## src/rtl/fir_ctrl_pkg.sv

```systemverilog
// Shared types and defaults for the FIR coefficient SRAM controller.
package fir_ctrl_pkg;

    localparam int COEF_NUM_DEF = 10;
    localparam int ADDR_W_DEF   = 4;
    localparam int DATA_W_DEF   = 16;

    // Deselected / read levels of the active-low SRAM strobes
    localparam logic RAM_CSN_IDLE = 1'b1;
    localparam logic RAM_WRN_IDLE = 1'b1;

    typedef enum logic [2:0] {
        S_IDLE,
        S_READ,
        S_DRAIN,
        S_WRITE,
        S_ACK
    } state_t;

endpackage

```

## src/rtl/fir_coef_sram_ctrl_if.sv

```systemverilog
// Bundle of sweep, host-update and SRAM pins; master = controller side.
interface fir_coef_sram_ctrl_if
    import fir_ctrl_pkg::*;
#(
    parameter int ADDR_W = ADDR_W_DEF,
    parameter int DATA_W = DATA_W_DEF
);
    logic              start;
    logic              busy;
    logic              coef_valid;
    logic [DATA_W-1:0] coef_data;
    logic [ADDR_W-1:0] coef_idx;
    logic              sweep_done;
    logic              overrun;
    logic              upd_req;
    logic [ADDR_W-1:0] upd_addr;
    logic [DATA_W-1:0] upd_data;
    logic              upd_ack;
    logic              upd_err;
    logic              ram_csn;
    logic              ram_wrn;
    logic [ADDR_W-1:0] ram_addr;
    logic [DATA_W-1:0] ram_wdata;
    logic [DATA_W-1:0] ram_rdata;

    modport master (
        input  start, upd_req, upd_addr, upd_data, ram_rdata,
        output busy, coef_valid, coef_data, coef_idx, sweep_done, overrun,
               upd_ack, upd_err, ram_csn, ram_wrn, ram_addr, ram_wdata
    );

    modport slave (
        output start, upd_req, upd_addr, upd_data, ram_rdata,
        input  busy, coef_valid, coef_data, coef_idx, sweep_done, overrun,
               upd_ack, upd_err, ram_csn, ram_wrn, ram_addr, ram_wdata
    );

endinterface

```

## src/rtl/fir_coef_addr_gen.sv

```systemverilog
// Sweep address counter; FIR_SWEEP_REVERSE_EN selects descending order.
module fir_coef_addr_gen
    import fir_ctrl_pkg::*;
#(
    parameter int COEF_NUM = COEF_NUM_DEF,
    parameter int ADDR_W   = ADDR_W_DEF
)(
    input  logic              clk,
    input  logic              rst,
    input  logic              load,
    input  logic              step,
    output logic [ADDR_W-1:0] addr,
    output logic [ADDR_W-1:0] addr_nxt,
    output logic              last
);
`ifdef FIR_SWEEP_REVERSE_EN
    localparam logic [ADDR_W-1:0] FIRST = ADDR_W'(COEF_NUM - 1);
    localparam logic [ADDR_W-1:0] FINAL = '0;
`else
    localparam logic [ADDR_W-1:0] FIRST = '0;
    localparam logic [ADDR_W-1:0] FINAL = ADDR_W'(COEF_NUM - 1);
`endif

    assign last = (addr == FINAL);

    // Stepping past the terminal count reloads, so no address beyond the table is ever produced
    always_comb begin
        addr_nxt = addr;
        if (load || (step && last)) begin
            addr_nxt = FIRST;
        end else if (step) begin
`ifdef FIR_SWEEP_REVERSE_EN
            addr_nxt = addr - ADDR_W'(1);
`else
            addr_nxt = addr + ADDR_W'(1);
`endif
        end
    end

    always_ff @(posedge clk or posedge rst) begin
        if (rst) begin
            addr <= '0;
        end else begin
            addr <= addr_nxt;
        end
    end

endmodule

```

## src/rtl/fir_coef_sram_ctrl.sv

```systemverilog
// Coefficient SRAM controller: read sweeps on start, host writes between sweeps.
// Sweep direction set by FIR_SWEEP_REVERSE_EN inside fir_coef_addr_gen.
//
// state   | meaning
// S_IDLE  | RAM deselected, start has priority over update request
// S_READ  | one coefficient address issued per cycle
// S_DRAIN | RAM deselected, last read word returns
// S_WRITE | single write strobe (suppressed for out-of-range address)
// S_ACK   | update acknowledge (+ error) pulse
module fir_coef_sram_ctrl
    import fir_ctrl_pkg::*;
#(
    parameter int COEF_NUM = COEF_NUM_DEF,
    parameter int ADDR_W   = ADDR_W_DEF,
    parameter int DATA_W   = DATA_W_DEF
)(
    input  logic                 clk,
    input  logic                 rst,
    fir_coef_sram_ctrl_if.master bus
);
    localparam logic [ADDR_W-1:0] MAX_ADDR = ADDR_W'(COEF_NUM - 1);

    state_t state, state_nxt;
    logic load, step, last;
    logic [ADDR_W-1:0] cnt, cnt_nxt;
    logic wr_ok, wr_err;
    logic csn_q, wrn_q, csn_nxt, wrn_nxt;
    logic [ADDR_W-1:0] addr_q, addr_nxt;
    logic [DATA_W-1:0] wdata_q, wdata_nxt;
    logic busy_q, valid_q, done_q, overrun_q, ack_q, err_q;
    logic [ADDR_W-1:0] idx_q;

    assign wr_ok = (bus.upd_addr <= MAX_ADDR);

    fir_coef_addr_gen #(.COEF_NUM(COEF_NUM), .ADDR_W(ADDR_W)) u_addr_gen (
        .clk      (clk),
        .rst      (rst),
        .load     (load),
        .step     (step),
        .addr     (cnt),
        .addr_nxt (cnt_nxt),
        .last     (last)
    );

    always_ff @(posedge clk or posedge rst) begin
        if (rst) state <= S_IDLE;
        else     state <= state_nxt;
    end

    always_comb begin
        state_nxt = state;
        load      = 1'b0;
        step      = 1'b0;
        case (state)
            S_IDLE: begin
                if (bus.start) begin
                    state_nxt = S_READ;
                    load      = 1'b1;
                end else if (bus.upd_req) begin
                    state_nxt = S_WRITE;
                end
            end
            S_READ: begin
                step = 1'b1;
                if (last) state_nxt = S_DRAIN;
            end
            S_DRAIN: state_nxt = S_IDLE;
            S_WRITE: state_nxt = S_ACK;
            S_ACK:   state_nxt = S_IDLE;
            default: state_nxt = S_IDLE;
        endcase
    end

    // SRAM pins are computed from the next state so they leave a flop in the state's own cycle
    always_comb begin
        csn_nxt   = RAM_CSN_IDLE;
        wrn_nxt   = RAM_WRN_IDLE;
        addr_nxt  = addr_q;
        wdata_nxt = wdata_q;
        if (state_nxt == S_READ) begin
            csn_nxt  = 1'b0;
            addr_nxt = cnt_nxt;
        end else if (state == S_IDLE && state_nxt == S_WRITE && wr_ok) begin
            csn_nxt   = 1'b0;
            wrn_nxt   = 1'b0;
            addr_nxt  = bus.upd_addr;
            wdata_nxt = bus.upd_data;
        end
    end

    always_ff @(posedge clk or posedge rst) begin
        if (rst) begin
            csn_q     <= RAM_CSN_IDLE;
            wrn_q     <= RAM_WRN_IDLE;
            addr_q    <= '0;
            wdata_q   <= '0;
            busy_q    <= 1'b0;
            valid_q   <= 1'b0;
            idx_q     <= '0;
            done_q    <= 1'b0;
            overrun_q <= 1'b0;
            ack_q     <= 1'b0;
            err_q     <= 1'b0;
            wr_err    <= 1'b0;
        end else begin
            csn_q     <= csn_nxt;
            wrn_q     <= wrn_nxt;
            addr_q    <= addr_nxt;
            wdata_q   <= wdata_nxt;
            busy_q    <= (state_nxt != S_IDLE);
            valid_q   <= (state == S_READ);
            done_q    <= (state == S_READ) && last;
            overrun_q <= bus.start && (state != S_IDLE);
            ack_q     <= (state_nxt == S_ACK);
            err_q     <= (state_nxt == S_ACK) && wr_err;
            if (state == S_READ) idx_q <= cnt;
            if (state == S_IDLE && state_nxt == S_WRITE) wr_err <= !wr_ok;
        end
    end

    assign bus.ram_csn    = csn_q;
    assign bus.ram_wrn    = wrn_q;
    assign bus.ram_addr   = addr_q;
    assign bus.ram_wdata  = wdata_q;
    assign bus.busy       = busy_q;
    assign bus.coef_valid = valid_q;
    assign bus.coef_idx   = idx_q;
    assign bus.coef_data  = bus.ram_rdata;
    assign bus.sweep_done = done_q;
    assign bus.overrun    = overrun_q;
    assign bus.upd_ack    = ack_q;
    assign bus.upd_err    = err_q;

endmodule

```

## src/flat_wrapper.sv

```systemverilog
// flat-port wrapper written by rule: the top's interface ports become plain ports
module fir_coef_sram_ctrl_flat import fir_ctrl_pkg::*;
#(
    parameter int COEF_NUM = COEF_NUM_DEF,
    parameter int ADDR_W   = ADDR_W_DEF,
    parameter int DATA_W   = DATA_W_DEF
)
  (clk, rst, bus_start, bus_upd_req, bus_upd_addr, bus_upd_data, bus_ram_rdata, bus_busy, bus_coef_valid, bus_coef_data, bus_coef_idx, bus_sweep_done, bus_overrun, bus_upd_ack, bus_upd_err, bus_ram_csn, bus_ram_wrn, bus_ram_addr, bus_ram_wdata);
  fir_coef_sram_ctrl_if #(.ADDR_W(ADDR_W), .DATA_W(DATA_W)) bus_i ();
  input  logic clk;
  input  logic rst;
  input wire logic [$bits(bus_i.start)-1:0] bus_start;
  input wire logic [$bits(bus_i.upd_req)-1:0] bus_upd_req;
  input wire logic [$bits(bus_i.upd_addr)-1:0] bus_upd_addr;
  input wire logic [$bits(bus_i.upd_data)-1:0] bus_upd_data;
  input wire logic [$bits(bus_i.ram_rdata)-1:0] bus_ram_rdata;
  output wire logic [$bits(bus_i.busy)-1:0] bus_busy;
  output wire logic [$bits(bus_i.coef_valid)-1:0] bus_coef_valid;
  output wire logic [$bits(bus_i.coef_data)-1:0] bus_coef_data;
  output wire logic [$bits(bus_i.coef_idx)-1:0] bus_coef_idx;
  output wire logic [$bits(bus_i.sweep_done)-1:0] bus_sweep_done;
  output wire logic [$bits(bus_i.overrun)-1:0] bus_overrun;
  output wire logic [$bits(bus_i.upd_ack)-1:0] bus_upd_ack;
  output wire logic [$bits(bus_i.upd_err)-1:0] bus_upd_err;
  output wire logic [$bits(bus_i.ram_csn)-1:0] bus_ram_csn;
  output wire logic [$bits(bus_i.ram_wrn)-1:0] bus_ram_wrn;
  output wire logic [$bits(bus_i.ram_addr)-1:0] bus_ram_addr;
  output wire logic [$bits(bus_i.ram_wdata)-1:0] bus_ram_wdata;
  assign bus_i.start = bus_start;
  assign bus_i.upd_req = bus_upd_req;
  assign bus_i.upd_addr = bus_upd_addr;
  assign bus_i.upd_data = bus_upd_data;
  assign bus_i.ram_rdata = bus_ram_rdata;
  assign bus_busy = bus_i.busy;
  assign bus_coef_valid = bus_i.coef_valid;
  assign bus_coef_data = bus_i.coef_data;
  assign bus_coef_idx = bus_i.coef_idx;
  assign bus_sweep_done = bus_i.sweep_done;
  assign bus_overrun = bus_i.overrun;
  assign bus_upd_ack = bus_i.upd_ack;
  assign bus_upd_err = bus_i.upd_err;
  assign bus_ram_csn = bus_i.ram_csn;
  assign bus_ram_wrn = bus_i.ram_wrn;
  assign bus_ram_addr = bus_i.ram_addr;
  assign bus_ram_wdata = bus_i.ram_wdata;
  fir_coef_sram_ctrl #(.COEF_NUM(COEF_NUM), .ADDR_W(ADDR_W), .DATA_W(DATA_W)) u_core (.clk(clk), .rst(rst), .bus(bus_i));
endmodule
```

## config.mk

```make
export PLATFORM = sky130hd
export DESIGN_NAME = fir_coef_sram_ctrl_flat
export DESIGN_NICKNAME = d
export VERILOG_FILES = /design/src/rtl/fir_ctrl_pkg.sv /design/src/rtl/fir_coef_sram_ctrl_if.sv /design/src/rtl/fir_coef_addr_gen.sv /design/src/rtl/fir_coef_sram_ctrl.sv /design/src/flat_wrapper.sv
export SDC_FILE = /design/constraint.sdc
export NUM_CORES = 1
export LEC_CHECK = 0
export ABC_AREA = 1
export BUFFER_PORTS_ARGS = -buffer_cell sky130_fd_sc_hd__clkbuf_2
export CELL_PAD_IN_SITES_DETAIL_PLACEMENT = 1
export CELL_PAD_IN_SITES_GLOBAL_PLACEMENT = 1
export CORE_MARGIN = 4
export CORE_UTILIZATION = 35
export DETAILED_ROUTE_END_ITERATION = 10
export GPL_TIMING_DRIVEN = 0
export PLACE_DENSITY_LB_ADDON = 0.1
export SETUP_SLACK_MARGIN = 0.3
export SLEW_MARGIN = 20
export SYNTH_ARGS = -nofsm -noshare
export SYNTH_HDL_FRONTEND = slang
export SYNTH_SLANG_ARGS = --single-unit
```

## constraint.sdc

```tcl
create_clock -name clk -period 2.05 [get_ports clk]
set_clock_uncertainty 0.05 [all_clocks]
set_input_delay 0.1025 -clock clk [delete_from_list [all_inputs] [get_ports clk]]
set_output_delay 0.1025 -clock clk [all_outputs]
set_load 0.005 [all_outputs]
```

-- Word level (Yosys, flattened, before mapping)
Cells that the tools add are included.
- flip-flop bits (word level): 40
- input bits: 40
- output and inout port bits: 48
- word-level logic and storage cells: 50
- add/sub/neg operators: 1
- order comparisons: 1
- eq/ne operators: 6
- muxes and demuxes: 14
- bitwise operators: 1
- reductions and logical operators: 13
- operator list (kind ; number):
    4-bit two-way mux ; 4
    3-bit two-way mux ; 3
    3-bit one-hot mux with 3 select lines ; 1
    3-bit by 1-bit equality test with 1-bit output (second input constant) ; 2
    3-bit by 2-bit equality test with 1-bit output (second input constant) ; 2
    1-bit logical AND ; 6
    1-bit two-way mux ; 6
    3-bit nonzero test ; 2
    4-bit by 1-bit adder with 4-bit output (second input constant) ; 1
    4-bit equality test (second input constant) ; 1
    4-bit <= comparator (second input constant) ; 1
    3-bit equality test (second input constant) ; 1
    3-bit zero test ; 1
    2-bit AND reduction ; 1
    2-bit nonzero test ; 1
    1-bit zero test ; 1
    1-bit logical OR ; 1
    1-bit NOT ; 1

-- Longest topological paths before layout
- depth in word-level cells: 8
- depth in mapped cells: 10
- gate-level depth less buffers: 10

-- By module
From an unflattened synthesis, not the netlist that was laid out.
- cell total of the unflattened synthesis: 202
- area, all modules: 1800.5 um^2
- by module, submodules not included (module ; times used ; cells an instance ; area an instance (um^2) ; sequential area each (um^2)):
    fir_coef_sram_ctrl ; 1 ; 168 ; 1556.5 ; 903.4
    fir_coef_addr_gen ; 1 ; 34 ; 244.0 ; 100.1

-- Worst setup path after synthesis
Ideal clock, no wire load.
- path type: register -> register
- from: reg u_core.u_addr_gen.addr[1]
- to: reg u_core.addr_q[1] (netlist: u_core.bus.ram_addr[1])
- setup time: 0.124 ns
- data arrival time: 1.216 ns
- required time: 1.876 ns
- slack: 0.660 ns
- stages on the path, launching flop included: 10
- path buffers: 0
- period minus slack after synthesis: 1.390 ns
- path through: dfrtp_1 > inv_1 > ha_1 > nand2_1 > nor2_1 > nor2_1 > nor2_1 > nor2_2 > nand2_1 > nand3_1
- cells in the longest elaborated chain, start to end: 7
- elaborated cells on any way between the ends: 14
- those cells by class: 1 x add/sub; 3 x eq/ne; 5 x mux; 5 x reduce/logical
- ends and longest elaborated chain (what ; RTL line ; RTL):
    start: declaration ; fir_coef_addr_gen.sv:12 ; output logic [ADDR_W-1:0] addr,
    start signal: assignment ; fir_coef_addr_gen.sv:44 ; addr <= addr_nxt;
    4-bit equality test ; fir_coef_addr_gen.sv:24 ; assign last = (addr == FINAL);
    3-bit two-way mux ; fir_coef_sram_ctrl.sv:65 ; if (last) state_nxt = S_DRAIN;
    3-bit one-hot mux with 3 select lines ; fir_coef_sram_ctrl.sv:54 ; case (state)
    3-bit by 2-bit equality test with 1-bit output ; fir_coef_sram_ctrl.sv:83 ; end else if (state == S_IDLE && state_nxt == S_WRITE && wr_ok) begin
    1-bit logical AND (2 in series) ; fir_coef_sram_ctrl.sv:83 ;
    2-bit nonzero test (no source line) ; - ;
    end signal: assignment ; fir_coef_sram_ctrl.sv:108 ; addr_q <= addr_nxt;
    end: declaration ; fir_coef_sram_ctrl.sv:28 ; logic [ADDR_W-1:0] addr_q, addr_nxt;
Parallel ways exist; a longest one is shown, timed or not.
A chain may end at the register's enable or synchronous reset.

-- Worst setup path in the final report
- from: reg u_core.u_addr_gen.addr[1]
- to: reg u_core.addr_q[2] (netlist: u_core.bus.ram_addr[2])
The elaborated chain is that of the path after synthesis.

==> metrics.txt <==
run status complete, no violations; achievable frequency between 600 and 700 MHz; die width 80.4 µm; Hold Path End u_core.bus.ram_addr[3]$_DFFE_PP0P_; count of cell types in the netlist 20; First-pass DRT Iterations 4; number of remaining DRC errors 0; wire length of the first global-routing pass about 8000 µm; transition at the pin with the smallest max-transition slack 0.437 ns; Critical Path Source Type register; CORE AREA between 5000 and 6000 µm²; Post-CTS Setup Bufs 0; Antenna Nets Post-Route 0; number of maximum-capacitance violations 0; total vias in the final route approximately 1700; proportion of power drawn by the clock network 20.1%; Hold Path Cell Cnt 3; number of buffer and inverter instances along the worst setup path 1; layout cells sized above 1 a little under two fifths; dominant delay contributor by cell family on the critical path simple AND/OR/NAND/NOR gates; switching pwr between 1 and 1.5 mW; final total negative setup slack 0 ns; Yosys top cell by area sky130_fd_sc_hd__dfrtp_1; sink count of the clock tree 40; startpoint of the most critical hold path bus_upd_addr[3]; synthesized area about 1800 µm²; number of buffers between clock root and the deepest sink 2; post-layout minimum cycle time between 1.5 and 2 ns; P_leak approximately 1.5 nW; number of buffers created by CTS 5; vias in the first global route ~1800; largest incremental delay on the critical path ~0.43 ns; fraction of synthesized cell area taken by the top area cell type between 50% and 60%; number of max-slew violations in the final report 0; worst ir drop on vdd between 400 and 500 µV; CTS clock-pin slew for the worst setup and hold paths ~0.08 ns; Clk Tree Root Cell sky130_fd_sc_hd__clkbuf_8; type of the setup path with the least slack reg2reg; cell-by-cell listing of the critical path inv_1 -> ha_1 -> nand2_1 -> nor2_2 -> nor2_1 -> nor2_1 -> nor2_2 -> nand2_1 -> nand3_1; height of the chip between 80 and 90 µm; CTS tree yes; data required time of the worst path 2.18 ns; core occupancy in the finished layout 51.0%; estimated wirelength of the detail-placed design between 3000 and 4000 µm; pwr/cell area roughly 1200 nW/µm²; Final Cycle Share 76.4%; data arrival time of the worst path around 1.7 ns; number of nets in the finished design 352; filler instances around 660; cell-internal power a little over 2 mW; Slowest-stage cell, CP sky130_fd_sc_hd__dfrtp_1; Synth Net Count 254; r2r worst-path depth 9; final-layout worst hold slack 0.00486 ns; Setup crit end kind register; Synth Register Bits 40; total global routing track utilization about 16%; wire length reported by the detailed router 4880 µm; endpoint of the most critical register-to-register path u_core.bus.ram_addr[2]$_DFFE_PP0P_; RD Place Congestion between 0.7 and 0.8; RSZ-0062 raised after global routing no; violation count after the first detailed-routing iteration 60; total inserted antenna cells 0; number of instances in the synthesized netlist about 210; beginning of the worst register-to-register path u_core.u_addr_gen.addr[1]$_DFF_PP0_; number of top-level pins about 90; combinational share of power between 30% and 40%; min-delay worst type in2reg; flop2flop setup slack a little under 0.5 ns; worst slack, placed around 0.42 ns; Sw Ratio between 30% and 40%; final setup slack of the worst path about 0.48 ns; Skew-Pair Late Insertion Delay about 0.29 ns; quantity of I/O buffers inserted on ports 71; synthesized area per cell 8.65 µm²; vias per cell between 4 and 5; Yosys warning total 0; top cells by area, synth sky130_fd_sc_hd__dfrtp_1 (52%), sky130_fd_sc_hd__nand2_1 (17%), sky130_fd_sc_hd__buf_4 (6.6%); CTS H-tree depth 2; initial core utilization ~36%; Final Hold Vio Count 0; sequential-to-total area share from yosys stat a little over half; Seq pwr share 40.9%; initial antenna violation count 0; Area Growth Syn to Fin 42.0%; worst-case headroom to the max-slew limit 70.8%; final setup fails 0; cell row count 26; Die Footprint approximately 6500 µm²; final routed wire length divided by cell count between 10 and 15 µm; total grt overflow 0; maximum net fanout on the critical path 5; pin count of the biggest net entering global routing 24
[cells in the final DEF, fill, tap and decap left out, types with 2 or more instances in the layout]
master / count
sky130_fd_sc_hd__dfstp_2: 2
sky130_fd_sc_hd__buf_2: 2
sky130_fd_sc_hd__clkbuf_2: 71
sky130_fd_sc_hd__buf_6: 3
sky130_fd_sc_hd__dlygate4sd3_1: 19
sky130_fd_sc_hd__inv_2: 2
sky130_fd_sc_hd__nand2_2: 5
sky130_fd_sc_hd__ha_1: 2
sky130_fd_sc_hd__dfrtp_1: 38
sky130_fd_sc_hd__nor2_1: 12
sky130_fd_sc_hd__o21ai_0: 4
sky130_fd_sc_hd__clkinv_2: 2
sky130_fd_sc_hd__a21oi_1: 2
sky130_fd_sc_hd__nand3_1: 14
sky130_fd_sc_hd__inv_1: 16
sky130_fd_sc_hd__nand2_1: 83
sky130_fd_sc_hd__buf_4: 16
sky130_fd_sc_hd__nor2_2: 5
sky130_fd_sc_hd__clkbuf_8: 5
sky130_fd_sc_hd__nor2_4: 2
[worst register-to-register path, stage by stage, from the launching register on]
cell                      delay (ns)
sky130_fd_sc_hd__dfrtp_1        0.43
sky130_fd_sc_hd__inv_1          0.09
sky130_fd_sc_hd__ha_1           0.18
sky130_fd_sc_hd__nand2_1        0.07
sky130_fd_sc_hd__nor2_2         0.15
sky130_fd_sc_hd__nor2_1         0.07
sky130_fd_sc_hd__nor2_1         0.17
sky130_fd_sc_hd__nor2_2         0.10
sky130_fd_sc_hd__nand2_1        0.08
sky130_fd_sc_hd__nand3_1        0.07
[worst max path at each step]
stage | slack (ns) | endpoint | startpoint | depth (start not counted)
floorplan | 0.66 | u_core.bus.ram_addr[1]$_DFFE_PP0P_ | u_core.u_addr_gen.addr[1]$_DFF_PP0_ | 9
global placement | 0.41 | u_core.bus.ram_wdata[8]$_DFFE_PP0P_ | rst | 2
detailed placement | 0.42 | u_core.bus.ram_addr[2]$_DFFE_PP0P_ | u_core.u_addr_gen.addr[1]$_DFF_PP0_ | 9
CTS | 0.40 | u_core.bus.ram_addr[2]$_DFFE_PP0P_ | u_core.u_addr_gen.addr[1]$_DFF_PP0_ | 9
global route | 0.32 | u_core.bus.ram_addr[1]$_DFFE_PP0P_ | u_core.u_addr_gen.addr[1]$_DFF_PP0_ | 9
finish | 0.48 | u_core.bus.ram_addr[2]$_DFFE_PP0P_ | u_core.u_addr_gen.addr[1]$_DFF_PP0_ | 9
[registers in the layout, indices dropped and copies added, names as in the netlist]
register / count
u_core.bus.upd_ack: 1
u_core.bus.coef_idx: 4
u_core.bus.busy: 1
u_core.bus.coef_valid: 1
u_core.wr_err: 1
u_core.bus.ram_wrn: 1
u_core.bus.ram_wdata: 16
u_core.bus.ram_addr: 4
u_core.bus.upd_err: 1
u_core.bus.sweep_done: 1
u_core.bus.overrun: 1
u_core.u_addr_gen.addr: 4
u_core.bus.ram_csn: 1
u_core.state: 3
[logic make-up (layout without fill, tap and decap cells)]
group                      count (synthesis)  after routing  share of synthesized area (%)
DFF                                       40             40                           54.7
AOI/OAI and AO/OA                          7              7                           1.91
adders and majority gates                  2              2                           1.36
and+or+nand+nor                          123            123                           29.1
buffers and inverters                     40            139                           12.9
[cells in the mapped netlist]
library cell               number
sky130_fd_sc_hd__inv_1         17
sky130_fd_sc_hd__nand3_4        1
sky130_fd_sc_hd__o21ai_1        1
sky130_fd_sc_hd__nor2_1        13
sky130_fd_sc_hd__nor2_2         4
sky130_fd_sc_hd__nand4_1        1
sky130_fd_sc_hd__inv_2          1
sky130_fd_sc_hd__a21oi_1        2
sky130_fd_sc_hd__nand2_1       83
sky130_fd_sc_hd__dfstp_2        2
sky130_fd_sc_hd__o21ai_0        4
sky130_fd_sc_hd__nand2_2        5
sky130_fd_sc_hd__buf_6          3
sky130_fd_sc_hd__ha_1           2
sky130_fd_sc_hd__nor2_4         2
sky130_fd_sc_hd__nand3_1       14
sky130_fd_sc_hd__clkinv_2       1
sky130_fd_sc_hd__buf_2          2
sky130_fd_sc_hd__buf_4         16
sky130_fd_sc_hd__dfrtp_1       38
[through the flow]
step | power [mW] | cells | cell area (µm²)
4_1_cts | 3.26 | 381 | 2600
5_1_grt | 3.50 | 381 | 2600
3_3_place_gp | 2.52 | 353 | 2280
6_report | 3.21 | 381 | 2600
3_5_place_dp | 2.58 | 354 | 2300
2_1_floorplan | 2.05 | 212 | 1830
[power by group through the flow]
stage,sequential [mW],combinational (mW),clock (mW)
6_report,1.31,1.25,0.643
3_5_place_dp,1.33,1.25,0
4_1_cts,1.32,1.28,0.661
5_1_grt,1.35,1.45,0.695
3_3_place_gp,1.32,1.20,0
2_1_floorplan,1.32,0.732,0
[area by class of cell]
type | count | area [µm²] | area share (%)
Multi-Input combinational cell | 132 | 596 | 22.9
Timing Repair Buffer | 91 | 573 | 22.0
Inverter | 19 | 72.6 | 2.79
Sequential cell | 40 | 1000 | 38.5
Clock buffer | 6 | 72.6 | 2.79
Clock inverter | 2 | 35.0 | 1.35
Tap cell | 70 | 87.6 | 3.36
Buffer | 21 | 164 | 6.30
[metal layers]
metal | track usage (%) | part of all wire (%) | up-vias
li1 | - | - | 820
met2 | 27.6 | 51 | 63
met4 | 3.04 | 0.55 | 0
met1 | 18.9 | 39 | 771
met3 | 6.28 | 8.9 | 4
met5 | 0 | 0 | -
[timing repair]
action	4_1_cts	5_1_grt
hold endpoints to repair	33	0
setup endpoints to repair	0	3
resized for setup	0	1
hold buffers	19	0
No activity file was read; power rests on OpenSTA's default activity.
